`config.mk`:
```
export PLATFORM = sky130hd
export DESIGN_NAME = audio_adc_rx
export DESIGN_NICKNAME = d
export VERILOG_FILES = /design/src/rtl/audio_adc_rx.sv
export SDC_FILE = /design/constraint.sdc
export NUM_CORES = 1
export LEC_CHECK = 0
export BUFFER_PORTS_ARGS = -buffer_cell sky130_fd_sc_hd__buf_2
export CAP_MARGIN = 20
export CORE_MARGIN = 2
export CORE_UTILIZATION = 32
export DETAILED_ROUTE_END_ITERATION = 6
export GPL_TIMING_DRIVEN = 0
export HOLD_SLACK_MARGIN = 0.06
export PLACE_DENSITY_LB_ADDON = 0.15
export SLEW_MARGIN = 0
export SYNTH_ARGS = -nofsm -noshare
export SYNTH_HDL_FRONTEND = slang
export SYNTH_SLANG_ARGS = --single-unit
```
`constraint.sdc`:
```
create_clock -name m_clock -period 9.07 [get_ports m_clock]
set_input_delay 1.3605 -clock m_clock [delete_from_list [all_inputs] [get_ports m_clock]]
set_output_delay 1.3605 -clock m_clock [all_outputs]
set_load 0.005 [all_outputs]
```
`src/rtl/audio_adc_rx.sv`:
```
// rtl/audio_adc_rx.sv - I2S ADC capture: deserialises stereo frames into a show-ahead FIFO
module audio_adc_rx #(
    parameter int WIDTH       = 16,
    parameter int FIFO_AW     = 2,
    parameter int SYNC_STAGES = 2
) (
    input  logic                 m_clock,
    input  logic                 p_reset,
    input  logic                 iAUD_BCK,
    input  logic                 iAUD_ADCLRCK,
    input  logic                 iAUD_ADCDAT,
    output logic [2*WIDTH-1:0]   oDATA,
    output logic                 oDATA_VALID,
    input  logic                 iDATA_RD,
    output logic [FIFO_AW:0]     oLEVEL,
    output logic                 oOVERFLOW,
    output logic                 oFRAME_ERR,
    input  logic                 iCLR
);
    localparam int DEPTH = 1 << FIFO_AW;
    localparam int CNTW  = FIFO_AW + 1;
    localparam int CW    = (WIDTH > 1) ? $clog2(WIDTH) : 1;
    localparam logic [CW-1:0] LAST = CW'(WIDTH - 1);

    typedef enum logic [1:0] {IDLE, DELAY, SHIFT, WAIT} state_t;

    logic [SYNC_STAGES-1:0] bck_sync, lrck_sync, dat_sync;
    logic                   bck_s, lrck_s, dat_s;
    logic                   bck_prev, lrck_prev;
    logic                   brise, lr_rise, lr_fall, lr_edge;

    always_ff @(posedge m_clock or posedge p_reset) begin
        if (p_reset) begin
            bck_sync  <= '0;
            lrck_sync <= '0;
            dat_sync  <= '0;
            bck_prev  <= 1'b0;
            lrck_prev <= 1'b0;
        end else begin
            bck_sync  <= {bck_sync[SYNC_STAGES-2:0], iAUD_BCK};
            lrck_sync <= {lrck_sync[SYNC_STAGES-2:0], iAUD_ADCLRCK};
            dat_sync  <= {dat_sync[SYNC_STAGES-2:0], iAUD_ADCDAT};
            bck_prev  <= bck_s;
            if (brise)
                lrck_prev <= lrck_s;
        end
    end

    assign bck_s   = bck_sync[SYNC_STAGES-1];
    assign lrck_s  = lrck_sync[SYNC_STAGES-1];
    assign dat_s   = dat_sync[SYNC_STAGES-1];
    assign brise   = bck_s & ~bck_prev;
    // LRCK is only judged on bit-clock rises, so glitches between bits never count as edges
    assign lr_rise = brise & lrck_s & ~lrck_prev;
    assign lr_fall = brise & ~lrck_s & lrck_prev;
    assign lr_edge = lr_rise | lr_fall;

    state_t               state;
    logic                 chan;
    logic                 left_valid;
    logic                 push_req;
    logic                 frame_err;
    logic                 ferr_set;
    logic [CW-1:0]        bitcnt;
    logic [WIDTH-2:0]     shreg;
    logic [WIDTH-1:0]     left;
    logic [WIDTH-1:0]     sample;
    logic [2*WIDTH-1:0]   push_data;

    assign sample   = {shreg, dat_s};
    assign ferr_set = brise & lr_edge & ((state == DELAY) | (state == SHIFT));

    always_ff @(posedge m_clock or posedge p_reset) begin
        if (p_reset) begin
            state      <= IDLE;
            chan       <= 1'b0;
            bitcnt     <= '0;
            shreg      <= '0;
            left       <= '0;
            left_valid <= 1'b0;
            push_req   <= 1'b0;
            push_data  <= '0;
            frame_err  <= 1'b0;
        end else begin
            push_req  <= 1'b0;
            frame_err <= ferr_set | (frame_err & ~iCLR);
            if (brise) begin
                case (state)
                    IDLE: begin
                        if (lr_fall) begin
                            state <= DELAY;
                            chan  <= 1'b0;
                        end
                    end
                    DELAY, SHIFT: begin
                        if (lr_edge) begin
                            left_valid <= 1'b0;
                            chan       <= lr_rise;
                            state      <= DELAY;
                        end else if (state == DELAY) begin
                            bitcnt <= '0;
                            state  <= SHIFT;
                        end else begin
                            shreg  <= sample[WIDTH-2:0];
                            bitcnt <= bitcnt + CW'(1);
                            if (bitcnt == LAST) begin
                                state <= WAIT;
                                if (!chan) begin
                                    left       <= sample;
                                    left_valid <= 1'b1;
                                end else if (left_valid) begin
                                    push_req   <= 1'b1;
                                    push_data  <= {left, sample};
                                    left_valid <= 1'b0;
                                end
                            end
                        end
                    end
                    WAIT: begin
                        if (lr_edge) begin
                            state <= DELAY;
                            chan  <= lr_rise;
                        end
                    end
                    default: state <= IDLE;
                endcase
            end
        end
    end

    logic [2*WIDTH-1:0] mem [DEPTH];
    logic [FIFO_AW-1:0] wptr, rptr;
    logic [CNTW-1:0]    count;
    logic               overflow;
    logic               pop, full, wr;

    assign pop  = iDATA_RD & (count != '0);
    assign full = (count == CNTW'(DEPTH));
    // A pop in the same cycle frees the slot, so a full FIFO still accepts the word
    assign wr   = push_req & (~full | pop);

    always_ff @(posedge m_clock or posedge p_reset) begin
        if (p_reset) begin
            for (int i = 0; i < DEPTH; i++)
                mem[i] <= '0;
            wptr     <= '0;
            rptr     <= '0;
            count    <= '0;
            overflow <= 1'b0;
        end else begin
            if (wr) begin
                mem[wptr] <= push_data;
                wptr      <= wptr + FIFO_AW'(1);
            end
            if (pop)
                rptr <= rptr + FIFO_AW'(1);
            case ({wr, pop})
                2'b10:   count <= count + CNTW'(1);
                2'b01:   count <= count - CNTW'(1);
                default: count <= count;
            endcase
            overflow <= (push_req & full & ~pop) | (overflow & ~iCLR);
        end
    end

    assign oDATA       = mem[rptr];
    assign oDATA_VALID = (count != '0);
    assign oLEVEL      = count;
    assign oOVERFLOW   = overflow;
    assign oFRAME_ERR  = frame_err;
endmodule

```
* Word-level counts from Yosys, hierarchy flattened
Cells that the tools add are included.
Storage, ports and cells: input port bits 7, output and inout port bits 38, word-level logic and storage cells 113, bits in registers 217
Cells by class: equality and inequality tests 12, bitwise operators 29, reductions and logical operators 14, magnitude comparators 3, multiplexer cells 28, add/subtract/negate cells 5
Operator list (number):
- $bwmux 128 | 1
- $mux 32 | 3
- $bmux 32 s2 | 1
- $demux 32 s2 | 1
- $and 1x1->1 | 13
- $mux 1 | 13
- $reduce_and 4->1 | 3
- $mux 2 | 5
- $not 1->1 | 9
- $reduce_and 7->1 | 1
- $eq 2x2->1 const B | 3
- $ge 3x3->1 const B | 2
- $ne 2x2->1 const B | 3
- $not 2->3 | 2
- $pmux 2 s3 | 1
- $pmux 3 s2 | 1
- $reduce_and 3->1 | 2
- $reduce_and 6->1 | 1
- $or 1x1->1 | 5
- $add 2x1->2 const B | 2
- $add 4x1->4 const B | 1
- $eq 2x1->1 const B | 2
- $eq 4x4->1 const B | 1
- $mux 4 | 1
- other kinds (13) | 14

* Depth between registers and ports, before layout
word-level depth 8, mapped depth 9, mapped depth without buffers 8

* Worst setup path after synthesis
No wires, ideal clock.
path type in2reg, start point input port iDATA_RD, end point register count[2], in the netlist oLEVEL[2], buffers on the path 1, stages 9, setup time 0.079 ns, arrival 3.075 ns, slack 5.915 ns, data required time 8.991 ns, path through or4b_1 buf_2 nand2_1 ha_1 inv_1 fa_1 xor2_1 nor2_1 xor2_1
On the way: word-level cells in the longest chain between the ends 5, elaborated cells on any way between the ends 7, those cells by class eq/ne: 2; mux: 1; bitwise: 3; reduce/logical: 1
Ends and longest elaborated chain:
- start: declaration | RTL line 14 | input logic iDATA_RD,
- $and 1x1->1 * | RTL line 137 | assign pop = iDATA_RD & (count != '0);
- $or 1x1->1 | RTL line 140 | assign wr = push_req & (~full | pop);
- $and 1x1->1 | RTL line 140
- $eq 2x1->1 / $eq 2x2->1 (equally long branches) | RTL line 157 | case ({wr, pop})
- $pmux 3 s2 / $reduce_bool 2->1 (equally long branches)
- end signal: assignment | RTL line 158 | 2'b10: count <= count + CNTW'(1);
- end signal: assignment | RTL line 159 | 2'b01: count <= count - CNTW'(1);
- end signal: assignment | RTL line 160 | default: count <= count;
- end: declaration | RTL line 133 | logic [CNTW-1:0] count;
Mark *: on every way between the ends. The rest lies on a longest branch, timed or not. A chain may end at the register's enable or synchronous reset.

* Worst setup path after layout
start point register rptr[0], end point output port oDATA[30]
On the way: word-level cells in the longest chain between the ends 4
Ends and longest elaborated chain:
- start: declaration | RTL line 132 | logic [FIFO_AW-1:0] wptr, rptr;
- start signal: assignment | RTL line 156 | rptr <= rptr + FIFO_AW'(1);
- $not 2->3 (implied by the code) | RTL line 166 | assign oDATA = mem[rptr];
- $bmux 32 s2 | RTL line 166
- $mux 32 (implied by the code) (2 in a row) | RTL line 166
- end: declaration | RTL line 12 | output logic [2*WIDTH-1:0] oDATA,
No other way between the ends. The select of a mux whose other input is x is not followed.

==> results by stage <==
Synthesis:
- The share of the synthesized area in the top cell type is 58.75%.
- The post-synthesis sequential area ratio is 58.75%.
- The largest total area in the synthesized netlist belongs to dfrtp_1.
- The area of the mapped netlist is 0.009243 mm^2.
- Synthesis inferred 217 register bits.
- The async set or reset register ratio after synthesis is 100.0%.
- The leading register cell type out of synthesis is dfrtp_1.
- Synthesis produced a netlist whose cell count is 562.
- The mean cell area of the mapped netlist is 16.45 um^2.
- Yosys mapped a number of flops with a built-in enable equal to 0.
- Synthesis instantiated 48 different standard cells from the library.
- The number of nets handed over by synthesis was 580.
- The synthesis warning total is 0.
- Sorting the synthesized cells by area gives the leading types as dfrtp_1, mux2_2, mux2_1.

Drt:
- The number of detailed-routing iterations run before antenna repair is 4.
- After the first detailed-routing iteration, the DRC count stood at 197.
- The routed design has 19.75 mm of wire.
- The detailed-route wire length per cell is 19.14 um.
- The number of vias per cell after detailed routing is 4.760.
- The via count is 4,912.
- The count of nets left with antenna violations after detail routing is 0.
- The post-detailed-route DRC marker count is 0.

Pwr:
- The leakage power is 5.380 nW.
- IR analysis of the VDD net gives a maximum drop of 0.0001194 V.
- The power per cell area is 211.0 mW/mm^2.
- After layout, the design draws a total of 2.264 mW.

Global routing:
- The number of global-route vias before repair was 5,596.
- The global-route wire length before repair is 32.34 mm.
- Global routing consumed, over all layers together, 13.61% of the routing resources.
- The number of antenna violations at the first check in global routing is 0.
- For this run the aggregate overflow at the end of global routing stands at 0.
- Entering global routing, the biggest net connects 124 pins.

Layout:
- The antenna diode count is 0.
- The final instance count without filler cells is 1,032.
- In the final layout, the share of cells above drive strength 1 is 40.12%.
- The area of all placed cells without fillers is 0.01073 mm^2.
- The growth of design area from synthesis to finish is 16.11%.
- For this run, the post-layout net count is 652.
- The filler cell count is 2,748.

Setup path:
- The end of the worst register-to-register path is push_data[26]$_DFFE_PP0P_.
- The depth of the worst register-to-register path is 6.
- The critical path goes through clkbuf_1, buf_2, mux4_2, buf_2.
- The setup slack of the worst register-to-register path is 6.47 ns.
- STA classifies the critical path endpoint as a primary output.
- The beginning of the worst register-to-register path is state[0]$_DFFE_PP0P_.
- Of all nets on the critical path, the largest fanout is 10.
- The delay of the slowest critical-path stage is 0.60 ns.
- For the worst setup path, the data required time is 7.71 ns.
- Among the stages of the critical path, the cell type that occurs most often is buf_2.
- The critical path is of the reg -> out type.
- STA classifies the critical path startpoint as a register.
- The most critical setup path has its startpoint at rptr[0]$_DFFE_PP0P_.
- The endpoint of the worst setup timing path is oDATA[30].
- The slowest library cell on the worst path is mux4_2.
- The worst path arrival time is 2.50 ns.

Placement:
- The area after detailed placement is 0.009978 mm^2.
- The final weighted congestion in routability-driven placement is 0.7412.
- Input and output buffers added on the ports amount to 44.
- The number of placed instances with taps included is 991.
- The wire-length estimate of the detail-placed layout is 13.08 mm.

STA:
- The hold violation count in the final report came to 0.
- The worst relative slew slack is 41.72%.
- The final hold slack is 0.3498 ns.
- The max-slew violation count is 0.
- At the pin with the least slew margin, the transition time is 0.8743 ns.
- The largest clock skew in the final design is 0.01581 ns.
- Timing would allow up to 259.2 MHz.
- Setup repair after global routing left no endpoint under its margin.
- Setup violations remaining at the end of the flow were counted as 0.
- The final critical path takes up 42.54% of the cycle.
- The final period demand of the worst path is 3.858 ns.

Die:
- The die is 174.0 um tall.
- The floorplan has 62 rows.
- The initial utilization of the core area, before any placement, comes to 32.38%.
- 45 I/O pins were placed.
- The area of the die is 0.03026 mm^2.
- The floorplan step set the die width to 174.0 um.
- The region available for standard cell placement spans 0.02855 mm^2.

Clock network:
- The post-CTS clock slew at the launch and capture registers of the worst setup and hold paths is 0.05 ns.
- In this run the number of H-tree levels came out at 1.
- The clock net in this run drives a total of 217 sinks.
- The number of hold buffers added after CTS is 0.
- The number of setup buffers added after CTS is 0.
- The number of buffers inserted during clock tree synthesis is 25.
- The number of buffers on the longest clock path is 3.
- In this run the clock root is driven by a clkbuf_16.
- The clock latency on the worst-skew pair is 0.52 ns.
- The post-cts repair resize count is 0.
- The TritonCTS clock tree is yes.

Run status:
- The run finished with clean final reports.

Flow run:
- The tool flagged a number of max-cap violations equal to 0.

Hold path:
- The class of the worst hold path is reg -> reg.
## placed cells by master, fill, tap and decap left out, types with 3 or more instances in the layout
cell type / count
clkbuf_1: 12
nand2_1: 8
buf_6: 5
buf_4: 13
clkbuf_8: 6
mux2_1: 76
nor2_1: 4
xor2_1: 4
mux4_2: 32
o21ai_0: 6
buf_2: 50
xnor2_1: 4
ha_1: 10
nand3_1: 3
mux2_4: 9
inv_1: 12
nand3_2: 4
mux2_2: 107
clkbuf_16: 25
dfrtp_1: 217
## per-stage QoR
step / setup WS [ns] / TNS (ns) / utilization (%)
after floorplan: 1.774 / 0 / -
after global placement: -0.2783 / -55.98 / 34.83
after detailed placement: 5.664 / 0 / 34.95
after CTS: 5.101 / 0 / 37.59
after global routing: 4.982 / 0 / 37.59
final: 5.212 / 0 / 37.59
## sequential cells by signal, indices dropped and copies added (netlist names), 3 cells and up
| name | cells |
|---|---|
| oLEVEL | 3 |
| shreg | 15 |
| mem | 128 |
| bitcnt | 4 |
| left | 16 |
| push_data | 32 |
## synthesized netlist by cell type, drive strengths merged, types with 4 or more instances
library cell	count
o21ai	6
inv	13
mux4	32
xnor2	4
nand3	7
nand2	8
buf	25
ha	10
mux2	192
clkbuf	5
dfrtp	217
xor2	4
nor2	4
## worst max-delay path, delay by kind of cell, from the launching register on
kind | cells | cell delay [ns]
buffers and inverters | 3 | 1.05
flip-flops | 1 | 0.32
multiplexers | 1 | 0.60
## layout make-up
cell class              instances  area (um^2)  area share [%]
inverters                      13        56.30          0.5247
plain buffers                  30        217.7           2.029
repair buffers                 45        247.7           2.309
well taps                     384        480.5           4.477
multi-input cells             302         3546           33.04
clock buffers                  38        734.5           6.844
clock inverters                 3        18.77          0.1749
flip-flops and latches        217         5430           50.60
## routing by layer
metal  up-vias  track usage [%]  share of wire, %
met5         -                0                 0
met4         0            3.291               1.8
met3        33            2.253               3.1
met2        71            23.71                51
met1      2599            17.75                44
li1       2209                -                 -
## cells by family (layout without fill, tap and decap cells)
kind of cell / Yosys count / count (layout) / synth area share [%]
mux: 225 / 225 / 31.66
flops: 217 / 217 / 58.75
buf+inv: 43 / 129 / 2.883
simple gates: 37 / 37 / 2.586
compound gates: 21 / 21 / 1.787
fa+ha+maj: 11 / 11 / 1.570
xor+xnor: 8 / 8 / 0.7580
## report_power, final
part | leakage, nW | switching [mW] | internal, mW
sequential | 2.99 | 0.0314 | 0.999
clock | 0.372 | 0.372 | 0.551
combinational | 2.02 | 0.185 | 0.125
## worst min path at each step
stage,slack [ns],from,depth (start not counted),end
global route,0.35,lrck_sync[0]$_DFF_PP0_,0,lrck_sync[1]$_DFF_PP0_
detailed placement,0.33,lrck_sync[0]$_DFF_PP0_,0,lrck_sync[1]$_DFF_PP0_
floorplan,0.33,bck_sync[0]$_DFF_PP0_,0,bck_sync[1]$_DFF_PP0_
global placement,0.34,lrck_sync[0]$_DFF_PP0_,0,lrck_sync[1]$_DFF_PP0_
CTS,0.35,lrck_sync[0]$_DFF_PP0_,0,lrck_sync[1]$_DFF_PP0_
finish,0.35,lrck_sync[0]$_DFF_PP0_,0,lrck_sync[1]$_DFF_PP0_
(Power assumes the default switching activity.)
